<file path="src/rtl/rca_pkg.sv">
// Shared types and constants for the sequenced ripple-carry adder controller.
`timescale 1ns/1ps
package rca_pkg;

  typedef enum logic [1:0] {
    StIdle = 2'd0,
    StAdd  = 2'd1,
    StDone = 2'd2
  } rca_state_e;

  localparam int unsigned NIBBLE_W = 4;

  function automatic int unsigned num_steps(input int unsigned width);
    return width / NIBBLE_W;
  endfunction

endpackage

</file>
<file path="src/rtl/rca_seq_ctrl_slice.sv">
// 4-bit ripple-carry adder slice; with RCA_SEQ_OVF_EN it also exposes the carry into bit 3.
`timescale 1ns/1ps
module rca_seq_ctrl_slice (
  input  logic [3:0] a,
  input  logic [3:0] b,
  input  logic       c_in,
  output logic [3:0] s,
  output logic       c_out
`ifdef RCA_SEQ_OVF_EN
  ,
  output logic       c_msb
`endif
);

  logic [4:0] c;

  always_comb begin
    c    = '0;
    s    = '0;
    c[0] = c_in;
    for (int i = 0; i < 4; i++) begin
      s[i]   = a[i] ^ b[i] ^ c[i];
      c[i+1] = (a[i] & b[i]) | (a[i] & c[i]) | (b[i] & c[i]);
    end
  end

  assign c_out = c[4];
`ifdef RCA_SEQ_OVF_EN
  assign c_msb = c[3];
`endif

endmodule

</file>
<file path="src/rtl/rca_seq_ctrl.sv">
// Wide adder that walks one shared 4-bit slice over the operands, LSB nibble first.
// Optional signed-overflow output enabled by defining RCA_SEQ_OVF_EN.
`timescale 1ns/1ps
module rca_seq_ctrl
  import rca_pkg::*;
#(
  parameter int unsigned WIDTH = 16
) (
  input  logic             clk,
  input  logic             rst_n,
  input  logic             start_valid,
  output logic             start_ready,
  input  logic [WIDTH-1:0] a,
  input  logic [WIDTH-1:0] b,
  input  logic             c_in,
  output logic             res_valid,
  input  logic             res_ready,
  output logic [WIDTH-1:0] sum,
  output logic             c_out,
  output logic             busy
`ifdef RCA_SEQ_OVF_EN
  ,
  output logic             ovf
`endif
);

  localparam int unsigned N    = num_steps(WIDTH);
  localparam int unsigned IdxW = $clog2(N);

  if ((WIDTH % NIBBLE_W) != 0 || WIDTH < 8) begin : g_bad_width
    $error("rca_seq_ctrl: WIDTH must be a multiple of 4 and at least 8");
  end

  rca_state_e       state_q, state_d;
  logic [WIDTH-1:0] a_q, a_d, b_q, b_d, sum_q, sum_d;
  logic [IdxW-1:0]  idx_q, idx_d;
  logic             carry_q, carry_d, c_out_q, c_out_d;

  logic [3:0] slice_a, slice_b, slice_s;
  logic       slice_co;
  logic       last_step;

  assign slice_a   = a_q[NIBBLE_W*int'(idx_q) +: NIBBLE_W];
  assign slice_b   = b_q[NIBBLE_W*int'(idx_q) +: NIBBLE_W];
  assign last_step = (idx_q == IdxW'(N - 1));

`ifdef RCA_SEQ_OVF_EN
  logic slice_c_msb;
  logic ovf_q, ovf_d;

  rca_seq_ctrl_slice u_slice (
    .a     (slice_a),
    .b     (slice_b),
    .c_in  (carry_q),
    .s     (slice_s),
    .c_out (slice_co),
    .c_msb (slice_c_msb)
  );
`else
  rca_seq_ctrl_slice u_slice (
    .a     (slice_a),
    .b     (slice_b),
    .c_in  (carry_q),
    .s     (slice_s),
    .c_out (slice_co)
  );
`endif

  always_comb begin
    state_d = state_q;
    a_d     = a_q;
    b_d     = b_q;
    sum_d   = sum_q;
    idx_d   = idx_q;
    carry_d = carry_q;
    c_out_d = c_out_q;
`ifdef RCA_SEQ_OVF_EN
    ovf_d   = ovf_q;
`endif
    unique case (state_q)
      StIdle: begin
        if (start_valid) begin
          a_d     = a;
          b_d     = b;
          carry_d = c_in;
          idx_d   = '0;
          sum_d   = '0;
          state_d = StAdd;
        end
      end
      StAdd: begin
        sum_d[NIBBLE_W*int'(idx_q) +: NIBBLE_W] = slice_s;
        carry_d = slice_co;
        if (last_step) begin
          c_out_d = slice_co;
`ifdef RCA_SEQ_OVF_EN
          // Signed overflow: carry into the MSB disagrees with carry out of it.
          ovf_d   = slice_c_msb ^ slice_co;
`endif
          idx_d   = '0;
          state_d = StDone;
        end else begin
          idx_d = idx_q + IdxW'(1);
        end
      end
      StDone: begin
        if (res_ready) state_d = StIdle;
      end
      default: state_d = StIdle;
    endcase
  end

  always_ff @(posedge clk or negedge rst_n) begin
    if (!rst_n) begin
      state_q <= StIdle;
      a_q     <= '0;
      b_q     <= '0;
      sum_q   <= '0;
      idx_q   <= '0;
      carry_q <= 1'b0;
      c_out_q <= 1'b0;
`ifdef RCA_SEQ_OVF_EN
      ovf_q   <= 1'b0;
`endif
    end else begin
      state_q <= state_d;
      a_q     <= a_d;
      b_q     <= b_d;
      sum_q   <= sum_d;
      idx_q   <= idx_d;
      carry_q <= carry_d;
      c_out_q <= c_out_d;
`ifdef RCA_SEQ_OVF_EN
      ovf_q   <= ovf_d;
`endif
    end
  end

  assign start_ready = (state_q == StIdle);
  assign res_valid   = (state_q == StDone);
  assign busy        = (state_q != StIdle);
  assign sum         = sum_q;
  assign c_out       = c_out_q;
`ifdef RCA_SEQ_OVF_EN
  assign ovf         = ovf_q;
`endif

endmodule

</file>
<file path="config.mk">
export PLATFORM = sky130hd
export DESIGN_NAME = rca_seq_ctrl
export DESIGN_NICKNAME = d
export VERILOG_FILES = /design/src/rtl/rca_pkg.sv /design/src/rtl/rca_seq_ctrl_slice.sv /design/src/rtl/rca_seq_ctrl.sv
export SDC_FILE = /design/constraint.sdc
export NUM_CORES = 1
export LEC_CHECK = 0
export BUFFER_PORTS_ARGS = -buffer_cell sky130_fd_sc_hd__buf_4
export CAP_MARGIN = 0
export CORE_ASPECT_RATIO = 1.75
export CORE_MARGIN = 5
export CORE_UTILIZATION = 30
export CTS_CLUSTER_SIZE = 10
export DETAILED_ROUTE_END_ITERATION = 10
export HOLD_SLACK_MARGIN = 0.08
export PLACE_DENSITY_LB_ADDON = 0.15
export RECOVER_POWER = 100
export SLEW_MARGIN = 10
export SYNTH_ARGS = -nofsm -noshare
export SYNTH_HDL_FRONTEND = slang
export SYNTH_HIERARCHICAL = 1
export SYNTH_SLANG_ARGS = --single-unit
</file>
<file path="constraint.sdc">
create_clock -name clk -period 9.3 [get_ports clk]
set_input_delay 0.465 -clock clk [delete_from_list [all_inputs] [get_ports clk]]
set_output_delay 0.465 -clock clk [all_outputs]
set_load 0.05 [all_outputs]
</file>
==> key figures, run 1 <==
CTS
  • H-tree levels: 2
  • Maximum clock insertion buffer count: 2
  • Post_cts resized: 0
  • # Post-CTS Setup Buffers: 0
  • CTS sink cnt: 54
  • Hold-fix buffers at CTS: 0
  • Clk Latency, worst-skew pair: 0.29 ns
  • Root Driver: clkbuf_16
  • Clock slew at reported path FFs: 0.07 ns
  • CTS tree: done
  • CTS buffer count: 5

Critical path
  • Critical path buffer and inverter count: 3
  • Critical path depth in cells: 8
  • Crit-path max FO: 14
  • Cells along the critical path: clkbuf_1, mux4_2, fa_1, fa_1, inv_1, fa_1, inv_1, a22o_1
  • Crit-path leading delay family: adder cells
  • CP most frequent cell: fa_1
  • R2r worst-path depth: 8
  • Worst Setup Path Type: flip-flop to flip-flop
  • Crit path from: idx_q[0]$_DFFE_PN0P_
  • Critical-path top delay cell: clkbuf_1
  • Worst EP required: 9.53 ns
  • Crit path DAT: 3.54 ns
  • Max stage delay on crit path: 0.64 ns
  • Worst R2R End: sum[7]$_DFFE_PN0P_
  • Worst setup EP type: flip-flop
  • R2R Setup Slk: 5.98 ns
  • Critical Path Start Type: flip-flop
  • End point of the critical path: sum[7]$_DFFE_PN0P_
  • Reg-to-Reg Start: idx_q[0]$_DFFE_PN0P_

Final layout
  • Commonest non-fill, non-tap cell in the layout: dfrtp_1
  • Ratio of cells with drive above 1 in the final layout: 25.4%
  • Area growth syn-to-layout: 16.5%
  • ANT cells: 0
  • Nets: 278
  • Most frequent cells in the layout: dfrtp_1, buf_4, mux2_1, clkbuf_1, a22o_1

GRT
  • Antenna violations before repair: 0
  • Total grt overflow: 0
  • First-pass GRT wire length: 8.91 mm
  • Total GRT Usage: 10.5%
  • Number of global-route vias before repair: 1,762
  • Pin count of the biggest net entering global routing: 55

STA
  • Clock Skews: 0.00615 ns
  • Period utilization: 35.7%
  • Final Hold Viols: 0
  • Post-layout min period: 3.32 ns
  • Final setup fails: 0
  • Setup TNS: 0 ns
  • Worst Tran Pin Value: 2.86 ns
  • Fmax: 0.302 GHz
  • Max-slew violations: 88
  • RSZ-0062 raised after global routing: false
  • Worst slew margin: -90.5%

Yosys
  • Area fraction of the dominant cell type after synthesis: 50.7%
  • Register area share after synthesis: 50.7%
  • Synth area leaders: dfrtp_1, mux2_4, mux4_2
  • Number of synthesized register bits: 54
  • Ys Warns: 6
  • Synth Net Count: 222
  • Synth Area per Inst: 15.2 um2
  • Cell taking the most area after synthesis: dfrtp_1
  • Post-synth cell types: 30
  • Mapped cell area: 2670 um2
  • Cells after synthesis: 175

Power and ir drop
  • P per Cell Area: 388 nW/um2
  • Power Total: 1.20 mW
  • VDD IR max: 120 uV
  • Leak: 1.41 nW

Route
  • ANT nets after route: 0
  • Iteration-0 DRC Markers: 49
  • Routed vias/inst: 4.50
  • Via count: 1,570
  • Final WL: 5.47 mm
  • WL per Instance: 15.7 um
  • DRC: 0
  • Pre-Repair DR Iteration Count: 4

Placement
  • I/O Buffers: 56
  • GPL Wtd Cong: 0.744
  • Post-DP HPWL: 4.18 mm

Die
  • Die ar.: 10,900 um2
  • Die X: 81.3 um
  • Starting density of the core: 30.8%
  • Rows: 45
  • Core area: 8670 um2
  • Die height: 135 um
  • I/O pin count: 57

Run status
  • Failing checks: max-capacitance violations, max-slew violations
  • Status: finished with violations

Worst hold path
  • Hold/Removal Path Class: primary input to flip-flop
  • Worst Hold Depth: 2

Flow run
  • Max cap viols: 2
-- state kept, by name, summed over array words and instances, names as in the netlist --
signal   flops
sum         16
idx_q        2
a_q         16
carry_q      1
state_q      2
c_out        1
b_q         16
-- how the worst min path moves through the flow --
| stage | start | to |
|---|---|---|
| after global placement | b_q[1]$_DFFE_PN0P_ | b_q[1]$_DFFE_PN0P_ |
| final | res_ready | state_q[1]$_DFFE_PN0P_ |
| after floorplan | rst_n | a_q[0]$_DFFE_PN0P_ |
| after global routing | res_ready | state_q[1]$_DFFE_PN0P_ |
| after detailed placement | a_q[6]$_DFFE_PN0P_ | a_q[6]$_DFFE_PN0P_ |
| after CTS | rst_n | c_out$_DFFE_PN0P_ |
-- through the flow --
step                      std cells  setup WS, ns  area [um2]  util [%]  hold WS [ns]
after floorplan                 175          6.28        2670         -         0.169
after global placement          341          6.43        3150      36.4         0.492
after detailed placement        341          6.34        3150      36.4         0.490
after CTS                       349          6.33        3300      38.1         0.254
after global routing            349          5.78        3110      35.8         0.371
final                           349          5.98        3110      35.8         0.366
-- cell type report --
type                    instances  area (um2)
repair buffers                 57         349
inverters                      15        56.3
well taps                     117         146
multi-input cells              98        1050
fillers                       925        5560
flip-flops and latches         54        1350
clock buffers                   6         139
clock inverters                 2        12.5
-- power breakdown --
| part | total [mW] | switching (mW) | leakage (nW) | internal [mW] |
|---|---|---|---|---|
| Clock | 0.187 | 0.0803 | 0.0729 | 0.107 |
| Combinational | 0.604 | 0.360 | 0.665 | 0.244 |
| Sequential | 0.414 | 0.0753 | 0.672 | 0.338 |
-- kinds of logic after synthesis --
group | after synthesis | share of synthesized area (%)
buf+inv | 23 | 5.44
mux | 41 | 24.9
compound gates | 27 | 8.26
flops | 54 | 50.7
fa+ha+maj | 10 | 5.82
simple gates | 20 | 4.88
-- routing by layer --
| metal | global-route usage [%] | share of wire, % | up-vias | routed length [um] |
|---|---|---|---|---|
| li1 | - | - | 736 | - |
| met1 | 13.1 | 42 | 784 | 2300 |
| met2 | 18.0 | 52 | 48 | 2860 |
| met3 | 2.27 | 5.0 | 2 | 271 |
| met4 | 3.10 | 0.66 | 0 | 36 |
| met5 | 0 | 0 | - | 0 |
-- cell usage after synthesis --
cell type   n
dfrtp_1    54
mux2_4     30
a22o_1     16
inv_1      14
mux4_2      8
ha_1        6
nand2_1     6
nand2b_1    5
a21o_1      4
fa_1        4
buf_12      3
mux2_2      3
a21oi_1     2
and4_1      2
buf_2       2
clkbuf_1    2
a221o_1     1
a32o_1      1
and2_1      1
and4b_1     1
buf_6       1
inv_2       1
nand3b_1    1
nor2b_1     1
nor3b_1     1
nor4_2      1
o21ai_0     1
o21bai_1    1
o31ai_1     1
or2_4       1
No activity file was read; power rests on OpenSTA's default activity.
==> run 2: changes to the inputs <==
clock period = 3.2 ns   (was 9.3 ns; I/O delays follow)
==> run 2 against run 1 <==
  * The run now ends clean
  * Maximum frequency increased by 17%
  * Critical endpoint is now sum[15]$_DFFE_PN0P_
  * Routed wire length up 0.57%
  * Combinational power increased to 2.9 times the previous value
  * Cell count rose by 1.1%
  * Critical path depth is the same
==> key figures, run 2 (synthesis results as in run 1) <==
STA
  • RSZ-0062 raised after global routing: false
  • Worst Tran Pin Value: 1.35 ns
  • Clock Skews: 0.00426 ns
  • Final Hold Viols: 0
  • Max-slew violations: 0
  • Post-layout min period: 2.83 ns
  • Setup TNS: 0 ns
  • Fmax: 0.353 GHz
  • Period utilization: 88.5%
  • Final setup fails: 0
  • Worst slew margin: 10.3%

Critical path
  • Worst setup EP type: flip-flop
  • R2r worst-path depth: 8
  • Critical Path Start Type: flip-flop
  • End point of the critical path: sum[15]$_DFFE_PN0P_
  • Crit path DAT: 3.06 ns
  • Cells along the critical path: buf_4, mux4_2, fa_1, fa_1, inv_1, fa_1, inv_1, a22o_1
  • Worst R2R End: sum[15]$_DFFE_PN0P_
  • Worst Setup Path Type: flip-flop to flip-flop
  • Crit-path max FO: 15
  • Worst EP required: 3.43 ns
  • Reg-to-Reg Start: idx_q[0]$_DFFE_PN0P_
  • Critical-path top delay cell: mux4_2
  • R2R Setup Slk: 0.37 ns
  • Crit path from: idx_q[0]$_DFFE_PN0P_
  • CP most frequent cell: fa_1
  • Max stage delay on crit path: 0.55 ns

Die
  • Rows: 45
  • Die ar.: 10,900 um2
  • Starting density of the core: 30.8%
  • I/O pin count: 57
  • Die height: 135 um
  • Core area: 8670 um2
  • Die X: 81.3 um

CTS
  • CTS sink cnt: 54
  • Maximum clock insertion buffer count: 2
  • CTS tree: done
  • CTS buffer count: 5
  • Clk Latency, worst-skew pair: 0.29 ns
  • H-tree levels: 2
  • Root Driver: clkbuf_16
  • Clock slew at reported path FFs: 0.07 ns
  • Post_cts resized: 0

Final layout
  • Post-Layout Cell Count: 353
  • ANT cells: 0
  • Nets: 282
  • Ratio of cells with drive above 1 in the final layout: 25.8%
  • Area growth syn-to-layout: 18.0%
  • Commonest non-fill, non-tap cell in the layout: dfrtp_1
  • Most frequent cells in the layout: dfrtp_1, buf_4, mux2_1, clkbuf_1, a22o_1

Power and ir drop
  • VDD IR max: 406 uV
  • Comb pwr share: 50.6%
  • Psw: 1.50 mW
  • Leak: 1.44 nW
  • P per Cell Area: 1110 nW/um2
  • Seq pwr share: 33.5%
  • P_int: 2.01 mW
  • Clock power frac: 15.8%
  • Switching part of the total: 42.7%

Placement
  • Post-DP HPWL: 4.14 mm
  • GPL Wtd Cong: 0.702
  • Placed instance count: 343
  • I/O Buffers: 56

GRT
  • Pin count of the biggest net entering global routing: 55
  • Total grt overflow: 0
  • Antenna violations before repair: 0
  • First-pass GRT wire length: 9.03 mm
  • Number of global-route vias before repair: 1,756
  • Total GRT Usage: 10.9%

Run status
  • Status: finished, final reports clean

Route
  • Final WL: 5.50 mm
  • Routed vias/inst: 4.52
  • Iteration-0 DRC Markers: 66
  • Pre-Repair DR Iteration Count: 4
  • DRC: 0
  • Via count: 1,594
  • ANT nets after route: 0
  • WL per Instance: 15.6 um

Worst hold path
  • Hold/Removal Path Class: primary input to flip-flop

Flow run
  • Max cap viols: 0
==> run 2: cell types whose count changed in the layout (fill, tap and decap cells not counted), moves of 2 or more <==
cell / before / now
clkbuf_1: 21 / 19
dlygate4sd3_1: 0 / 2
mux2_1: 26 / 29
mux2_2: 6 / 3
clkbuf_2: 0 / 2
buf_4: 36 / 38
==> run 2: repair_timing <==
action,CTS,global route
buffers inserted,0,0
hold buffers,2,0
endpoints found under the hold margin,55,0
==> run 2: worst min-delay path by stage <==
stage	from	end	slack [ns]	cells after the start
finish	b[8]	b_q[8]$_DFFE_PN0P_	0.08	2
global route	a[8]	a_q[8]$_DFFE_PN0P_	0.08	2
CTS	a[5]	a_q[5]$_DFFE_PN0P_	0.08	2
detailed placement	rst_n	state_q[1]$_DFFE_PN0P_	0.26	1
global placement	rst_n	state_q[1]$_DFFE_PN0P_	0.26	1
floorplan	rst_n	a_q[0]$_DFFE_PN0P_	-0.14	0
==> run 2: cell type report <==
cell class / instances / area, um2
fill: 916 / 5530
sequential: 54 / 1350
multi-input combinational: 98 / 1050
timing repair buffer: 61 / 387
tap: 117 / 146
clock buffer: 6 / 139
inverter: 15 / 56.3
clock inverter: 2 / 12.5
==> run 2: power groups by stage <==
| stage | clock, mW | sequential [mW] | combinational (mW) |
|---|---|---|---|
| 2_1_floorplan | 0 | 1.33 | 1.41 |
| 3_3_place_gp | 0 | 1.21 | 2.07 |
| 3_5_place_dp | 0 | 1.21 | 2.09 |
| 4_1_cts | 0.573 | 1.20 | 2.09 |
| 5_1_grt | 0.598 | 1.22 | 1.97 |
| 6_report | 0.554 | 1.18 | 1.78 |
==> run 2: through the flow <==
step	instance area, um2	power, mW	utilization, %	hold WS, ns	setup slack (ns)
2_1_floorplan	2670	2.74	-	-0.136	0.176
3_3_place_gp	3170	3.28	36.5	0.262	0.380
3_5_place_dp	3170	3.30	36.5	0.262	0.353
4_1_cts	3340	3.87	38.5	0.0835	0.334
5_1_grt	3150	3.79	36.3	0.0819	0.195
6_report	3150	3.51	36.3	0.0800	0.368
==> run 2: worst max-delay path, delay by kind of cell, from the launching register on <==
kind | cells | cell delay [ns]
adders and majority gates | 3 | 1.21
DFF | 1 | 0.41
buffers and inverters | 3 | 0.47
AOI/OAI and AO/OA | 1 | 0.13
muxes | 1 | 0.55
==> run 2: per-layer routing <==
layer  vias to the layer above  routed length (um)  part of all wire (%)  track usage (%)
li1                        752                   -                     -                -
met5                         -                   0                     0                0
met2                        43                2760                    50             17.8
met1                       794                2380                    43             13.7
met4                         0                  85                   1.5             3.95
met3                         5                 277                   5.0             2.67
==> run 3: changes to the inputs <==
==> constraint.sdc (replaced) <==
create_clock -name clk -period 3.2 [get_ports clk]
set_input_delay 0.64 -clock clk [delete_from_list [all_inputs] [get_ports clk]]
set_output_delay 0.64 -clock clk [all_outputs]
set_load 0.05 [all_outputs]
==> run 3 against run 2 <==
  * Design area is 0.64% lower
  * Global-route usage stayed put
  * Cell count is 0.57% lower
  * Die area stayed put
  * Via count is 0.63% lower
  * Sequential share of layout area is 0.28 points higher
  * Critical path type unchanged
  * Largest cell class unchanged
  * Largest power group unchanged
  * Highest routed layer unchanged
==> key figures, run 3 (synthesis results as in run 1) <==
Run status
  • Status: finished, final reports clean

Final layout
  • FF/Latch Area: 1350 um2
  • Most frequent cells in the layout: dfrtp_1, buf_4, mux2_1, clkbuf_1, a22o_1
  • Fill count: 922
  • Area growth syn-to-layout: 17.2%
  • Commonest non-fill, non-tap cell in the layout: dfrtp_1
  • Util after Layout: 36.0%
  • Post-Layout Cell Count: 351
  • Nets: 280
  • Footprint of the multi-input gates: 1050 um2
  • Ratio of cells with drive above 1 in the final layout: 26.1%
  • ANT cells: 0

CTS
  • CTS sink cnt: 54
  • Root Driver: clkbuf_16
  • # Post-CTS Setup Buffers: 0
  • CTS tree: done
  • Clk Latency, worst-skew pair: 0.29 ns
  • CTS buffer count: 5
  • H-tree levels: 2
  • Maximum clock insertion buffer count: 2
  • Post_cts resized: 0
  • Clock slew at reported path FFs: 0.07 ns
  • Hold-fix buffers at CTS: 0

GRT
  • Total grt overflow: 0
  • First-pass GRT wire length: 9.01 mm
  • Total GRT Usage: 10.9%
  • Antenna violations before repair: 0
  • Number of global-route vias before repair: 1,743
  • Pin count of the biggest net entering global routing: 55

Power and ir drop
  • Leak: 1.43 nW
  • Switching part of the total: 42.7%
  • Clock power frac: 15.8%
  • VDD IR max: 406 uV
  • P per Cell Area: 1120 nW/um2
  • Comb pwr share: 50.6%
  • P_int: 2.01 mW
  • Psw: 1.50 mW
  • Seq pwr share: 33.6%

Critical path
  • R2r worst-path depth: 8
  • CP most frequent cell: fa_1
  • Critical-path top delay cell: mux4_2
  • Critical Path Start Type: flip-flop
  • Crit-path max FO: 15
  • R2R Setup Slk: 0.37 ns
  • Worst EP required: 3.43 ns
  • Worst setup EP type: flip-flop
  • Crit path DAT: 3.06 ns
  • Max stage delay on crit path: 0.55 ns
  • Worst Setup Path Type: flip-flop to flip-flop
  • Cells along the critical path: buf_4, mux4_2, fa_1, fa_1, inv_1, fa_1, inv_1, a22o_1

Placement
  • Post-DP HPWL: 4.14 mm
  • GPL Wtd Cong: 0.702
  • I/O Buffers: 56
  • Placed instance count: 343

Route
  • WL per Instance: 15.7 um
  • Pre-Repair DR Iteration Count: 4
  • DRC: 0
  • Routed vias/inst: 4.51
  • ANT nets after route: 0
  • Via count: 1,584
  • Final WL: 5.51 mm
  • Iteration-0 DRC Markers: 43

Flow run
  • Max cap viols: 0

Die
  • Rows: 45
  • Die ar.: 10,900 um2
  • Starting density of the core: 30.8%
  • Core area: 8670 um2
  • Die X: 81.3 um
  • I/O pin count: 57
  • Die height: 135 um

STA
  • Worst Hold Margin: 0.486 ns
  • Final Hold Viols: 0
  • Max-slew violations: 0
  • Period utilization: 88.5%
  • Final setup fails: 0
  • Clock Skews: 0.00413 ns
  • Worst slew margin: 8.97%
  • Fmax: 0.353 GHz
  • Worst Tran Pin Value: 1.37 ns
  • Setup TNS: 0 ns
  • Post-layout min period: 2.83 ns
  • RSZ-0062 raised after global routing: false

Worst hold path
  • Worst Hold Depth: 1
  • Hold/Removal Path Class: flip-flop to flip-flop
[run 3: cell count changes in the layout (fill, tap and decap cells not counted), sizes merged]
cell         delta
dlygate4sd3     -2
[run 3: per-stage QoR]
stage	power, mW	setup slack, ns	instance area, um2
2_1_floorplan	2.74	0.176	2670
3_3_place_gp	3.28	0.380	3170
3_5_place_dp	3.30	0.353	3170
4_1_cts	3.87	0.334	3320
5_1_grt	3.79	0.195	3130
6_report	3.50	0.368	3130
[run 3: layer usage]
layer / up-vias / routed length [um] / track usage, % / part of all wire (%)
met5: - / 0 / 0 / 0
met4: 0 / 85 / 3.95 / 1.5
met3: 5 / 278 / 2.67 / 5.0
met2: 43 / 2770 / 17.8 / 50
met1: 787 / 2370 / 13.7 / 43
li1: 749 / - / - / -
[run 3: worst max-delay path: cells and delay by family, from the launching register on]
kind	cells	cell delay, ns
AO/OA/AOI/OAI	1	0.13
adder cells (fa/ha/maj)	3	1.21
buffers and inverters	3	0.47
flip-flops	1	0.41
multiplexers	1	0.55
[run 3: worst paths after layout]
path | startpoint | to
worst min-delay path | b_q[6]$_DFFE_PN0P_ | b_q[6]$_DFFE_PN0P_
worst max register to register | idx_q[0]$_DFFE_PN0P_ | sum[15]$_DFFE_PN0P_
worst min register to register | b_q[6]$_DFFE_PN0P_ | b_q[6]$_DFFE_PN0P_
worst max-delay path | idx_q[0]$_DFFE_PN0P_ | sum[15]$_DFFE_PN0P_
max in group asynchronous | rst_n | state_q[0]$_DFFE_PN0P_
min in group asynchronous | rst_n | c_out$_DFFE_PN0P_
[run 3: power by group through the flow]
| stage | Sequential, mW | Clock [mW] | Combinational [mW] |
|---|---|---|---|
| floorplan | 1.33 | 0 | 1.41 |
| global placement | 1.21 | 0 | 2.07 |
| detailed placement | 1.21 | 0 | 2.09 |
| CTS | 1.20 | 0.573 | 2.09 |
| global route | 1.22 | 0.598 | 1.97 |
| finish | 1.18 | 0.554 | 1.77 |
[run 3: final cells by class]
cell class,count,area share [%]
Multi-Input combinational cell,98,33.7
Clock inverter,2,0.400
Clock buffer,6,4.44
Sequential cell,54,43.2
Tap cell,117,4.68
Inverter,15,1.80
Timing Repair Buffer,59,11.7
